### src/rtl/uart_tx_feeder.sv
// uart_tx_feeder: FIFO-buffered byte launcher feeding the UART TX with one-cycle data-valid pulses
// Ports: clk_i/rst_i (async active-high); in_data_i/in_valid_i/in_ready_o system-side write handshake;
// tx_busy_i from UART TX; tx_p_data_o/tx_data_valid_o launch to TX; fifo_count_o/fifo_empty_o/fifo_full_o
// FIFO status; handshake_err_o sticky flag for a launch the TX never acknowledged.
module uart_tx_feeder #(
  parameter int DATA_WIDTH = 8,
  parameter int FIFO_DEPTH = 8,
  localparam int ADDR_WIDTH = $clog2(FIFO_DEPTH)
) (
  input  logic                  clk_i,
  input  logic                  rst_i,
  input  logic [DATA_WIDTH-1:0] in_data_i,
  input  logic                  in_valid_i,
  output logic                  in_ready_o,
  input  logic                  tx_busy_i,
  output logic [DATA_WIDTH-1:0] tx_p_data_o,
  output logic                  tx_data_valid_o,
  output logic [ADDR_WIDTH:0]   fifo_count_o,
  output logic                  fifo_empty_o,
  output logic                  fifo_full_o,
  output logic                  handshake_err_o
);
  typedef enum logic [1:0] {IDLE, LAUNCH, WAIT_BUSY, WAIT_DONE} state_t;
  state_t                  state_q, state_d;
  logic [1:0]              guard_q, guard_d;
  logic                    err_q, err_d;
  logic                    valid_q;
  logic [DATA_WIDTH-1:0]   data_q;
  logic [DATA_WIDTH-1:0]   mem_q [FIFO_DEPTH];
  logic [ADDR_WIDTH-1:0]   wr_ptr_q, rd_ptr_q;
  logic [ADDR_WIDTH:0]     count_q, count_d;
  logic                    wr_en, pop;
  assign fifo_count_o    = count_q;
  assign fifo_empty_o    = count_q == '0;
  assign fifo_full_o     = count_q == (ADDR_WIDTH+1)'(FIFO_DEPTH);
  assign in_ready_o      = !fifo_full_o;
  assign tx_p_data_o     = data_q;
  assign tx_data_valid_o = valid_q;
  assign handshake_err_o = err_q;
  assign wr_en = in_valid_i && in_ready_o;
  assign pop   = (state_q == IDLE) && !fifo_empty_o && !tx_busy_i;
  assign count_d = count_q + (ADDR_WIDTH+1)'(wr_en) - (ADDR_WIDTH+1)'(pop);
  always_comb begin
    state_d = state_q;
    guard_d = guard_q;
    err_d   = err_q;
    case (state_q)
      IDLE:      state_d = pop ? LAUNCH : IDLE;
      LAUNCH: begin
        state_d = WAIT_BUSY;
        guard_d = '0;
      end
      WAIT_BUSY: begin
        if (tx_busy_i) state_d = WAIT_DONE;
        else if (guard_q == 2'd2) begin
          err_d   = 1'b1;
          state_d = IDLE;
        end else guard_d = guard_q + 2'd1;
      end
      WAIT_DONE: state_d = tx_busy_i ? WAIT_DONE : IDLE;
      default:   state_d = IDLE;
    endcase
  end
  always_ff @(posedge clk_i or posedge rst_i) begin
    if (rst_i) begin
      state_q  <= IDLE;
      guard_q  <= '0;
      err_q    <= 1'b0;
      valid_q  <= 1'b0;
      data_q   <= '0;
      wr_ptr_q <= '0;
      rd_ptr_q <= '0;
      count_q  <= '0;
    end else begin
      state_q  <= state_d;
      guard_q  <= guard_d;
      err_q    <= err_d;
      valid_q  <= state_d == LAUNCH;
      count_q  <= count_d;
      if (wr_en) wr_ptr_q <= wr_ptr_q + ADDR_WIDTH'(1);
      if (pop) begin
        data_q   <= mem_q[rd_ptr_q];
        rd_ptr_q <= rd_ptr_q + ADDR_WIDTH'(1);
      end
    end
  end
  always_ff @(posedge clk_i) begin
    if (wr_en) mem_q[wr_ptr_q] <= in_data_i;
  end
endmodule

### config.mk
export PLATFORM = sky130hd
export DESIGN_NAME = uart_tx_feeder
export DESIGN_NICKNAME = d
export VERILOG_FILES = /design/src/rtl/uart_tx_feeder.sv
export SDC_FILE = /design/constraint.sdc
export NUM_CORES = 1
export LEC_CHECK = 0
export ABC_AREA = 1
export BUFFER_PORTS_ARGS = -buffer_cell sky130_fd_sc_hd__buf_2
export CAP_MARGIN = 25
export CORE_MARGIN = 5
export CORE_UTILIZATION = 50
export CTS_BUF_LIST = sky130_fd_sc_hd__clkbuf_2
export CTS_CLUSTER_DIAMETER = 30
export DETAILED_ROUTE_END_ITERATION = 10
export PLACE_DENSITY_LB_ADDON = 0.1
export SETUP_SLACK_MARGIN = 0.3
export SYNTH_ARGS = -nofsm -noshare
export SYNTH_HDL_FRONTEND = slang
export SYNTH_SLANG_ARGS = --single-unit
### constraint.sdc
create_clock -name clk_i -period 2.5 [get_ports clk_i]
set_input_delay 0.5 -clock clk_i [delete_from_list [all_inputs] [get_ports clk_i]]
set_output_delay 0.5 -clock clk_i [all_outputs]
set_load 0.02 [all_outputs]
# Word level (Yosys, flattened, before mapping)

Memories as Yosys holds them, arrays and structs flattened. A register that Yosys moved wholly into a read port is not among the register bits.
Index checks and enable logic that the tools add are counted.

Register bits: 16
RAM bits: 64
Input bits: 12
Output and inout port bits: 17
Word-level logic and storage cells: 43
Memories: 1

Memories:

| memory | depth | width | read ports | clocked after Yosys merged registers in | write ports | RTL line | source |
|---|---|---|---|---|---|---|---|
| mem_q  | 8     | 8     | 1          | 1                                       | 1           | 29       | `logic [DATA_WIDTH-1:0] mem_q [FIFO_DEPTH];` |

Add/sub/neg operators: 5
Equal/unequal tests: 8
Multiplexer cells: 10
Bitwise gates (word level): 1
Reduce and logical (&&, ||, !) cells: 11

Operator list:

| kind                                                 | number |
|---|---|
| 2-to-1 mux 2 bit                                     | 5 |
| case mux 2 bit (4 select lines)                      | 1 |
| adder 3 x 1 -> 3 bit (second input constant)         | 2 |
| equality test 2 bit (second input constant)          | 3 |
| AND reduction 3 bit                                  | 2 |
| adder 4 x 1 -> 4 bit                                 | 1 |
| equality test 2 x 1 -> 1 bit (second input constant) | 2 |
| equality test 4 bit (second input constant)          | 1 |
| zero test 4 bit                                      | 1 |
| != test 2 bit (second input constant)                | 2 |
| case mux 2 bit (2 select lines)                      | 1 |
| subtractor 4 x 1 -> 4 bit                            | 1 |
| logical AND 1 bit                                    | 3 |
| zero test 1 bit                                      | 3 |
| 2-to-1 mux 1 bit                                     | 3 |
| adder 2 x 1 -> 2 bit (second input constant)         | 1 |
| zero test 2 bit                                      | 1 |
| nonzero test 2 bit                                   | 1 |
| inverter 1 bit                                       | 1 |

# Logic depth before layout (Yosys ltp)

Gate-level depths: netlist (run 1).

Word-level depth: 7
Gate-level depth with buffers: 12

# Worst setup path after synthesis (run 1)

No wires, ideal clock.

Kind: reg2reg
Start: register count_q[2] (netlist: fifo_count_o[2])
End: register count_q[2] (netlist: fifo_count_o[2])
Library setup time: 0.123 ns
Arrival time: 2.114 ns
Required time: 2.377 ns
Slack: 0.263 ns
Cell stages (with the launch flop): 13
Cell sequence: dfrtp_1 > inv_1 > ha_1 > nand3_1 > inv_2 > nor2_8 > buf_6 > ha_1 > inv_1 > ha_1 > inv_1 > fa_1 > xnor2_1

Word-level cells in the longest chain between the ends: 5
Elaborated cells between the ends (all ways): 9
Those cells by class: add/sub: 2; eq/ne: 1; reduce/logical: 6

Ends and longest elaborated chain:

| item                           | RTL line | source |
|---|---|---|
| start, declared                | 31       | `logic [ADDR_WIDTH:0] count_q, count_d;` |
| start signal, assigned         | 79       | `count_q <= count_d;` |
| zero test 4 bit                | 34       | `assign fifo_empty_o = count_q == '0;` |
| via fifo_empty_o               | 19       | `output logic fifo_empty_o,` |
| zero test 1 bit                | 41       | `assign pop = (state_q == IDLE) && !fifo_empty_o && !tx_busy_i;` |
| logical AND 1 bit (2 in a row) | 41       |  |
| via pop                        | 32       | `logic wr_en, pop;` |
| subtractor 4 x 1 -> 4 bit      | 42       | `assign count_d = count_q + (ADDR_WIDTH+1)'(wr_en) - (ADDR_WIDTH+1)'(pop);` |
| via count_d[2]                 | 31       |  |

The timed path passes the listed nets, and every way through them passes these cells.
A chain may end at the register's enable or synchronous reset.

# Worst setup path in the final report (run 1)

Start: register count_q[2] (netlist: fifo_count_o[2])
End: output port fifo_empty_o

Word-level cells in the longest chain between the ends: 1

Ends and longest elaborated chain:

| item            | RTL line |
|---|---|
| zero test 4 bit | 34 |
| end, declared   | 19 |

No other way between the ends.

==> results_dict.tcl, run 1 <==
set metrics [dict create \
    yosysTopAreaCellShare_pct 48.64 \
    power.density_mw_per_mm2 1080 \
    gr-total-overflow 0 \
    grt_antenna_before_repair 0 \
    ys_seq_elements 88 \
    wl_um 7620 \
    grt_pass1_vias 2359 \
    finalHoldViolCount 0 \
    final-setup-viol-count 0 \
    clkLatencyLatePin_ps 500 \
    met3_usage_pct 2.548 \
    wl_per_cell_um 14.65 \
    io_buffers 28 \
    drc_errors 0 \
    numCtsBuffers 9 \
    die_x_um 98.90 \
    cts_tree "built" \
    drt_iter0_markers 94 \
    initial_core_util_pct 51.13 \
    timing.slew.headroom_pct 53.56 \
    grt_pass1_wl_um 12320 \
    fin_tns_setup_ps 0 \
    tightest_slew_ps 696.7 \
    finClkSkew_ps 22.29 \
    num_rows 32 \
    clkTransAtPathRegs_ps 210 \
    irDropWorstVdd_mv 0.6516 \
    hold_buffers 0 \
    status "complete, no violations" \
    fin_hold_ws_ps 38.69 \
    fin_crit_sh_pct 81.60 \
    syn_avg_cell_area_um2 10.59 \
    h-tree-depth 3 \
    root_buffer "clkbuf_2" \
    fillCellCount 682 \
    ctsResizeCount 0 \
    antennaDiodeCount 0 \
    fmax_mhz 490.2 \
    grtUsageTotal_pct 16.51 \
    finalNetCount 435 \
    vias 2501 \
    grt_max_degree 33 \
    area_growth_pct 8.835 \
    grt-busiest-layer "met2" \
    endpoint_kind "output pin" \
    postRouteAntennaNets 0 \
    die_y_um 98.90 \
    cp.arrival_ps 1540 \
    ys_warn_count 0 \
    critical_path_class "flop to output pin" \
    drt_first_pass_iters 4 \
    post-route-util_pct 55.65 \
    netlist_instances 373 \
    syn_nets 395 \
    cts_buffer_depth 2 \
    vias_per_cell 4.810 \
    required_ps 2000 \
    synth.cell_area_mm2 0.003951 \
    maxCapViolations 0 \
    ys_seq_area_share_pct 63.84 \
    power_mw 4.645 \
    dpl.hpwl_um 4980 \
    ios 29 \
    core_mm2 0.007727 \
    p_leak_nw 2.007 \
    cts_setup_buffers 0 \
    drive_gt1_share_pct 18.90 \
    min_path_type "primary input to async pin" \
    finalCriticalPeriod_ps 2040 \
    grtUsageMet1_pct 23.67 \
    synth_top_area_cell "edfxtp_1" \
    met2_usage_pct 25.72 \
    cts.sinks 88 \
    synth_area_leaders "edfxtp_1, dfrtp_1, nand2_1" \
    slew_violations 0 \
    crit_fanout 3 \
    synth.distinct_cells 28 \
    routabilityCongestion 0.7630 \
    rsz0062_at_grt "false" \
    startpoint_type "flop" \
    reg2reg_setup_slack_ps 470 \
    dieArea_mm2 0.009780 \
]
-- flip-flops by register name, summed over array words and instances (netlist names) --
register,cells
fifo_count_o,4
guard_q,2
handshake_err_o,1
mem_q,64
rd_ptr_q,3
state_q,2
tx_data_valid_o,1
tx_p_data_o,8
wr_ptr_q,3
-- power by group --
group | total, mW | internal (mW) | switching [mW]
sequential | 2.16 | 1.91 | 0.244
clock | 0.675 | 0.237 | 0.437
combinational | 1.81 | 0.640 | 1.17
total | 4.64 | 2.79 | 1.85
-- cells in the mapped netlist, drive strengths merged --
cell / number
edfxtp: 64
fa: 1
xnor2: 2
nand2: 111
nor2: 11
o21ai: 4
buf: 12
a31o: 1
inv: 71
a211oi: 1
xor2: 2
o22ai: 1
nand3: 54
dfrtp: 24
mux2i: 1
clkinv: 1
ha: 9
or2: 1
a21oi: 2
-- per-layer routing --
layer,part of all wire [%],wire [um],vias up
li1,-,-,1269
met1,48,3653,1197
met2,49,3699,26
met3,2.4,181,9
met4,1.1,86,0
met5,0,0,-
-- through the flow --
step | setup slack, ps | area, um2 | cells
finish | 460.0 | 4300 | 520
global route | 317.4 | 4300 | 520
CTS | 416.7 | 4300 | 520
detailed placement | 454.8 | 4195 | 504
global placement | 485.8 | 4195 | 504
floorplan | 302.3 | 3955 | 373
-- layout by cell type (no fill, tap or decap), drive strengths merged --
master    netlist  layout
mux2i           1       1
nor2           11      11
edfxtp         64      64
a31o            1       1
or2             1       1
clkinv          1       3
bufinv          0       1
a21oi           2       2
o22ai           1       1
clkbuf          0      12
nand2         111     111
nand3          54      54
xnor2           2       2
o21ai           4       4
ha              9       9
inv            71      71
buf            12      41
clkinvlp        0       1
a211oi          1       1
xor2            2       2
dfrtp          24      24
fa              1       1
-- critical path: stages (launching register included) --
cell	delay, ps
dfrtp_2	450
inv_2	70
ha_1	140
nand3_1	120
inv_4	110
buf_2	170
-- path summary, 6_finish.rpt --
kind                                            start                          to  depth (start not counted)
max                         fifo_count_o[2]$_DFF_PP0_                fifo_empty_o                          5
min                                             rst_i  tx_p_data_o[7]$_DFFE_PP0P_                          2
max reg2reg                 fifo_count_o[2]$_DFF_PP0_   fifo_count_o[1]$_DFF_PP0_                         11
min reg2reg                tx_p_data_o[4]$_DFFE_PP0P_  tx_p_data_o[4]$_DFFE_PP0P_                          2
max in group asynchronous                       rst_i        state_q[0]$_DFF_PP0_                          3
min in group clk_i                       in_data_i[7]       mem_q[6][7]$_DFFE_PP_                          1
-- layout make-up --
| type | count | area (um2) | area share, % |
|---|---|---|---|
| flip-flops and latches | 88 | 2524 | 58.68 |
| clock inverters | 4 | 45.04 | 1.047 |
| multi-input cells | 201 | 1023 | 23.80 |
| clock buffers | 12 | 60.06 | 1.397 |
| repair buffers | 41 | 237.7 | 5.528 |
| well taps | 102 | 127.6 | 2.968 |
| inverters | 72 | 282.8 | 6.576 |
-- cell families after synthesis --
family,count (synthesis),synth area share (%)
fa+ha+maj,10,3.357
xor+xnor,4,0.8868
flops,88,63.84
simple gates,177,20.08
compound gates,9,1.330
mux,1,0.2533
buf+inv,84,10.26
(Power assumes the default switching activity.)
==> run 2, diff against run 1 <==
--- a/config.mk
+++ b/config.mk
@@ -5,7 +5,7 @@
 export SDC_FILE = /design/constraint.sdc
 export NUM_CORES = 1
 export LEC_CHECK = 0
-export ABC_AREA = 1
+export ABC_AREA = 0
 export BUFFER_PORTS_ARGS = -buffer_cell sky130_fd_sc_hd__buf_2
 export CAP_MARGIN = 25
 export CORE_MARGIN = 5
==> constraint.sdc (replaced) <==
create_clock -name clk_i -period 2 [get_ports clk_i]
set_input_delay 0.4 -clock clk_i [delete_from_list [all_inputs] [get_ports clk_i]]
set_output_delay 0.4 -clock clk_i [all_outputs]
set_load 0.02 [all_outputs]
==> results_dict.tcl, run 2 <==
set metrics [dict create \
    syn_avg_cell_area_um2 15.51 \
    area_growth_pct 27.85 \
    holdPathStages 1 \
    die_x_um 95.73 \
    finalNetCount 324 \
    fin_crit_sh_pct 113.7 \
    cp.arrival_ps 2600 \
    endpoint_kind "flop" \
    finalHoldViolCount 0 \
    synth_area_leaders "edfxtp_1, dfrtp_1, mux2_2" \
    ys_seq_area_share_pct 68.64 \
    vias 2156 \
    antennaDiodeCount 0 \
    initial_core_util_pct 50.94 \
    core_mm2 0.007214 \
    grt_antenna_before_repair 0 \
    routabilityCongestion 0.7239 \
    async_reset_ff_share_pct 27.27 \
    r2r-start "fifo_count_o[2]$_DFF_PP0_" \
    yosysTopAreaCellShare_pct 52.30 \
    fillCellCount 543 \
    die_y_um 95.73 \
    ys_top_cells_by_count "edfxtp_1, dfrtp_1, mux2_2, mux2i_1, inv_1" \
    maxCapViolations 0 \
    critPathBufInv 8 \
    crit_family "buffers and inverters" \
    tightest_slew_ps 401.4 \
    min_path_type "primary input to flop" \
    timing.slew.headroom_pct 73.24 \
    drt_first_pass_iters 4 \
    wl_um 7420 \
    fmax_mhz 439.6 \
    synth.distinct_cells 34 \
    num_rows 31 \
    required_ps 2320 \
    synth_edf_count 64 \
    status "complete, but fails checks" \
    gr-total-overflow 0 \
    mostFrequentLayoutCell "edfxtp_1" \
    drt_iter0_markers 84 \
    numCtsBuffers 9 \
    clkTransAtPathRegs_ps 260 \
    cts_buffer_depth 2 \
    root_buffer "clkbuf_2" \
    grtUsageTotal_pct 17.17 \
    max_stage_delay_ps 470 \
    worst_hold_path.endpoint "mem_q[4][6]$_DFFE_PP_" \
    cp_common_cell "buf_6" \
    violations "setup timing" \
    synthMostInstantiatedCell "edfxtp_1" \
    finalCriticalPeriod_ps 2275 \
    irDropWorstVdd_mv 0.6948 \
    final_area_mm2 0.004698 \
    synth.cell_area_mm2 0.003675 \
    reg2reg_setup_slack_ps -270 \
    h-tree-depth 3 \
    clkLatencyLatePin_ps 540 \
    wl_per_cell_um 18.28 \
    fin_hold_ws_ps 117.1 \
    power.density_mw_per_mm2 1454 \
    postRouteAntennaNets 0 \
    timing.final.ws_setup_ps -274.9 \
    rsz0062_at_grt "true" \
    layout_common_cells "edfxtp_1, buf_2, buf_4" \
    slew_violations 0 \
    finClkSkew_ps 23.15 \
    ys_warn_count 0 \
    p_leak_nw 1.819 \
    synth_ff_type "edfxtp_1" \
    grt_max_degree 35 \
    syn_nets 259 \
    cts_tree "built" \
    dieArea_mm2 0.009164 \
    synth_top_area_cell "edfxtp_1" \
    ios 29 \
    path_cells "inv_2 > ha_4 > or3b_4 > buf_6 > buf_6 > buf_6 > buf_6 > buf_6 > nand3b_1 > buf_4 > nor3_4 > buf_12" \
    drive_gt1_share_pct 44.95 \
    startpoint_type "flop" \
    final-setup-viol-count 70 \
    crit_fanout 8 \
    grt_pass1_vias 2174 \
    r2r_cells 12 \
    r2r_end "mem_q[0][4]$_DFFE_PP_" \
    cts.sinks 88 \
    grt_pass1_wl_um 11270 \
    place_area_mm2 0.004188 \
    io_buffers 28 \
    post-route-util_pct 65.12 \
    drc_errors 0 \
    largest_reg_flops 64 \
    critPathSlowestCell "dfrtp_2" \
    hp-start "in_data_i[6]" \
    vias_per_cell 5.310 \
    netlist_instances 237 \
    top_register "mem_q" \
    dpl.hpwl_um 4563 \
    critical_path_class "flop to flop" \
    ys_seq_elements 88 \
]
[run 2: cell count changes after synthesis, sizes merged, moves of 7 or more]
cell   delta
inv      -58
nand3    -52
nand2   -104
o31ai     +8
o22ai     +7
mux2     +18
a22o      +8
mux2i    +15
[run 2: cell families (layout without fill, tap and decap cells)]
| family | count (synthesis) | in the layout | synth area share, % |
|---|---|---|---|
| flops | 88 | 88 | 68.64 |
| compound gates | 41 | 41 | 8.478 |
| mux | 34 | 34 | 9.874 |
| simple gates | 34 | 34 | 4.801 |
| buf+inv | 24 | 94 | 3.166 |
| fa+ha+maj | 10 | 10 | 3.609 |
| xor+xnor | 6 | 6 | 1.430 |
[run 2: how the worst max path moves through the flow]
stage                         startpoint                   endpoint  slack (ps)  cells after the start
4_1_cts        fifo_count_o[2]$_DFF_PP0_                fifo_full_o        -300                      6
5_1_grt        fifo_count_o[2]$_DFF_PP0_  fifo_count_o[1]$_DFF_PP0_        -360                     12
3_3_place_gp                   tx_busy_i  fifo_count_o[1]$_DFF_PP0_        -250                     10
6_report       fifo_count_o[2]$_DFF_PP0_      mem_q[0][4]$_DFFE_PP_        -270                     12
3_5_place_dp                   tx_busy_i  fifo_count_o[1]$_DFF_PP0_        -270                     10
2_1_floorplan       state_q[1]$_DFF_PP0_  fifo_count_o[1]$_DFF_PP0_        -340                     11
[run 2: worst reg2reg max path: cells and delay by family (launching register included)]
family,cells,cell delay (ps)
buf+inv,8,950
fa+ha+maj,1,120
flops,1,470
simple gates,3,530
[run 2: final cells by class]
| type | instances | area (um2) | share of cell area (%) |
|---|---|---|---|
| clock inverters | 7 | 102.6 | 2.184 |
| inverters | 13 | 53.80 | 1.145 |
| flip-flops and latches | 88 | 2526 | 53.77 |
| clock buffers | 9 | 45.04 | 0.9587 |
| well taps | 99 | 123.9 | 2.636 |
| multi-input cells | 125 | 1276 | 27.16 |
| repair buffers | 65 | 570.5 | 12.14 |
[run 2: power breakdown]
group / internal, mW / switching (mW)
clock: 0.431 / 0.634
sequential: 2.41 / 0.269
combinational: 1.46 / 1.63
total: 4.30 / 2.54
[run 2: through the flow]
step / power, mW / setup TNS, ps / setup WS [ps] / instances
after floorplan: 4.468 / -924.4 / -344.8 / 237
final: 6.833 / -12580 / -274.9 / 406
after detailed placement: 5.249 / -625.5 / -269.1 / 372
after global routing: 7.223 / -16650 / -355.3 / 406
after CTS: 6.542 / -11160 / -295.4 / 401
after global placement: 5.191 / -567.6 / -249.2 / 372
[run 2: timing repair]
action | in CTS | in global routing
endpoints found under the hold margin | 24 | 0
cloned | 0 | 1
setup buffers | 12 | 4
pin swaps | 7 | 10
setup endpoints to repair | 73 | 85
hold buffers | 1 | 0
gates resized for setup | 21 | 26
[run 2: metal layers]
layer | part of all wire [%] | vias to the layer above | GRT usage [%]
li1 | - | 1018 | -
met1 | 43 | 1089 | 22.29
met2 | 52 | 35 | 28.08
met3 | 3.2 | 14 | 2.815
met4 | 2.3 | 0 | 8.412
met5 | 0 | - | 0
==> run 3, diff against run 2 <==
--- a/config.mk
+++ b/config.mk
@@ -14,7 +14,6 @@
 export CTS_CLUSTER_DIAMETER = 30
 export DETAILED_ROUTE_END_ITERATION = 10
 export PLACE_DENSITY_LB_ADDON = 0.1
-export SETUP_SLACK_MARGIN = 0.3
 export SYNTH_ARGS = -nofsm -noshare
 export SYNTH_HDL_FRONTEND = slang
 export SYNTH_SLANG_ARGS = --single-unit
==> results_dict.tcl, run 3 (synthesized netlist as in run 2, its figures left out) <==
set metrics [dict create \
    dpl.hpwl_um 4497 \
    violations "setup timing" \
    initial_core_util_pct 50.94 \
    layout_common_cells "edfxtp_1, buf_2, dfrtp_1" \
    final_area_mm2 0.004517 \
    grt_antenna_before_repair 0 \
    cts.sinks 88 \
    fin_cells 400 \
    die_y_um 95.73 \
    irDropWorstVdd_mv 0.8110 \
    critPathBufInv 5 \
    met3_usage_pct 3.049 \
    preCtsSetupSlack_ps -286.3 \
    cts_buffer_depth 2 \
    critPathSlowestCell "dfrtp_2" \
    worst_hold_path.endpoint "mem_q[6][5]$_DFFE_PP_" \
    drt_first_pass_iters 4 \
    largest_reg_flops 64 \
    grt_pass1_vias 2192 \
    cts_tree "built" \
    finClkSkew_ps 29.67 \
    drt_iter0_markers 85 \
    status "complete, but fails checks" \
    postRouteAntennaNets 0 \
    io_buffers 28 \
    required_ps 2420 \
    path_cells "inv_2 > buf_4 > ha_4 > nor3b_4 > or2_4 > inv_4 > ha_4 > inv_4 > ha_4 > inv_2 > fa_2 > xnor2_2" \
    fillCellCount 564 \
    finalNetCount 318 \
    die_x_um 95.73 \
    timing.final.ws_setup_ps -230.5 \
    p_leak_nw 1.750 \
    r2r-start "fifo_count_o[2]$_DFF_PP0_" \
    cp_common_cell "ha_4" \
    routabilityCongestion 0.7149 \
    dpl.cell_count 369 \
    root_buffer "clkbuf_2" \
    maxCapViolations 0 \
    fmax_mhz 448.3 \
    fin_crit_sh_pct 111.5 \
    ios 29 \
    dieArea_mm2 0.009164 \
    num_rows 31 \
    drive_gt1_share_pct 42.52 \
    grt-busiest-layer "met2" \
    power.density_mw_per_mm2 1437 \
    clkTransAtPathRegs_ps 260 \
    place_area_mm2 0.004056 \
    finalCriticalPeriod_ps 2230 \
    wl_um 7153 \
    core_mm2 0.007214 \
    grtUsageMet1_pct 23.64 \
    area_growth_pct 22.91 \
    antennaDiodeCount 0 \
    vias_per_cell 5.310 \
    h-tree-depth 3 \
    cp.arrival_ps 2650 \
    grtUsageTotal_pct 17.40 \
    rsz0062_at_grt "true" \
    min_path_type "primary input to flop" \
    crit_fanout 2 \
    final-setup-viol-count 14 \
    endpoint_kind "flop" \
    vias 2124 \
    crit_family "adder cells" \
    met2_usage_pct 28.37 \
    top_register "mem_q" \
    critical_path_class "flop to flop" \
    slew_violations 0 \
    wl_per_cell_um 17.88 \
    gr-total-overflow 0 \
    grt_max_degree 35 \
    mostFrequentLayoutCell "edfxtp_1" \
    finalHoldViolCount 0 \
    grt_pass1_wl_um 11550 \
    startpoint_type "flop" \
    numCtsBuffers 9 \
    reg2reg_setup_slack_ps -230 \
    timing.slew.headroom_pct 70.72 \
    clkLatencyLatePin_ps 510 \
    r2r_cells 12 \
    tightest_slew_ps 438.0 \
    drc_errors 0 \
    r2r_end "fifo_count_o[2]$_DFF_PP0_" \
    max_stage_delay_ps 420 \
    hp-start "in_data_i[5]" \
    holdPathStages 1 \
]
==> run 3: metrics by stage <==
| step | hold WS, ps | TNS [ps] | utilization, % | power (mW) |
|---|---|---|---|---|
| after detailed placement | 363.3 | -8412 | 56.23 | 5.089 |
| after global routing | 132.7 | -2669 | 62.61 | 6.860 |
| after floorplan | 414.6 | -822.8 | - | 4.361 |
| after global placement | 361.4 | -5649 | 56.23 | 5.045 |
| final | 151.6 | -1368 | 62.61 | 6.491 |
| after CTS | 101.8 | -1361 | 60.87 | 6.367 |
==> run 3: final cells by class <==
type                            count  area (um2)  share of cell area [%]
Sequential cell                    88        2524                   55.87
Multi-Input combinational cell    125        1201                   26.59
Timing Repair Buffer               59       467.9                   10.36
Tap cell                           99       123.9                   2.742
Clock inverter                      7       101.3                   2.244
Inverter                           13       53.80                   1.191
Clock buffer                        9       45.04                  0.9972
==> run 3: timing repair <==
item | 4_1_cts | 5_1_grt
setup endpoints to repair | 70 | 70
hold buffers | 1 | 0
pin swaps | 4 | 9
endpoints found under the hold margin | 7 | 0
resized for setup | 27 | 8
buffers inserted | 8 | 6
==> run 3: per-layer routing <==
| layer | vias up | part of all wire, % |
|---|---|---|
| li1 | 1019 | - |
| met1 | 1069 | 45 |
| met2 | 31 | 51 |
| met3 | 5 | 3.3 |
| met4 | 0 | 0.69 |
| met5 | - | 0 |
==> run 3: how the worst max path moves through the flow <==
stage	from	slack, ps	cells after the start	end
floorplan	state_q[1]$_DFF_PP0_	-340	11	fifo_count_o[1]$_DFF_PP0_
global placement	tx_busy_i	-260	10	fifo_count_o[1]$_DFF_PP0_
detailed placement	tx_busy_i	-290	10	fifo_count_o[1]$_DFF_PP0_
CTS	fifo_count_o[2]$_DFF_PP0_	-260	5	in_ready_o
global route	fifo_count_o[2]$_DFF_PP0_	-310	7	fifo_empty_o
finish	fifo_count_o[2]$_DFF_PP0_	-230	12	fifo_count_o[2]$_DFF_PP0_
==> run 3: power breakdown <==
group / total, mW / switching [mW] / leakage, nW / internal, mW
logic: 2.77 / 1.48 / 0.803 / 1.30
clock network: 1.05 / 0.627 / 0.0795 / 0.426
registers: 2.67 / 0.266 / 0.867 / 2.40
total: 6.49 / 2.37 / 1.75 / 4.12
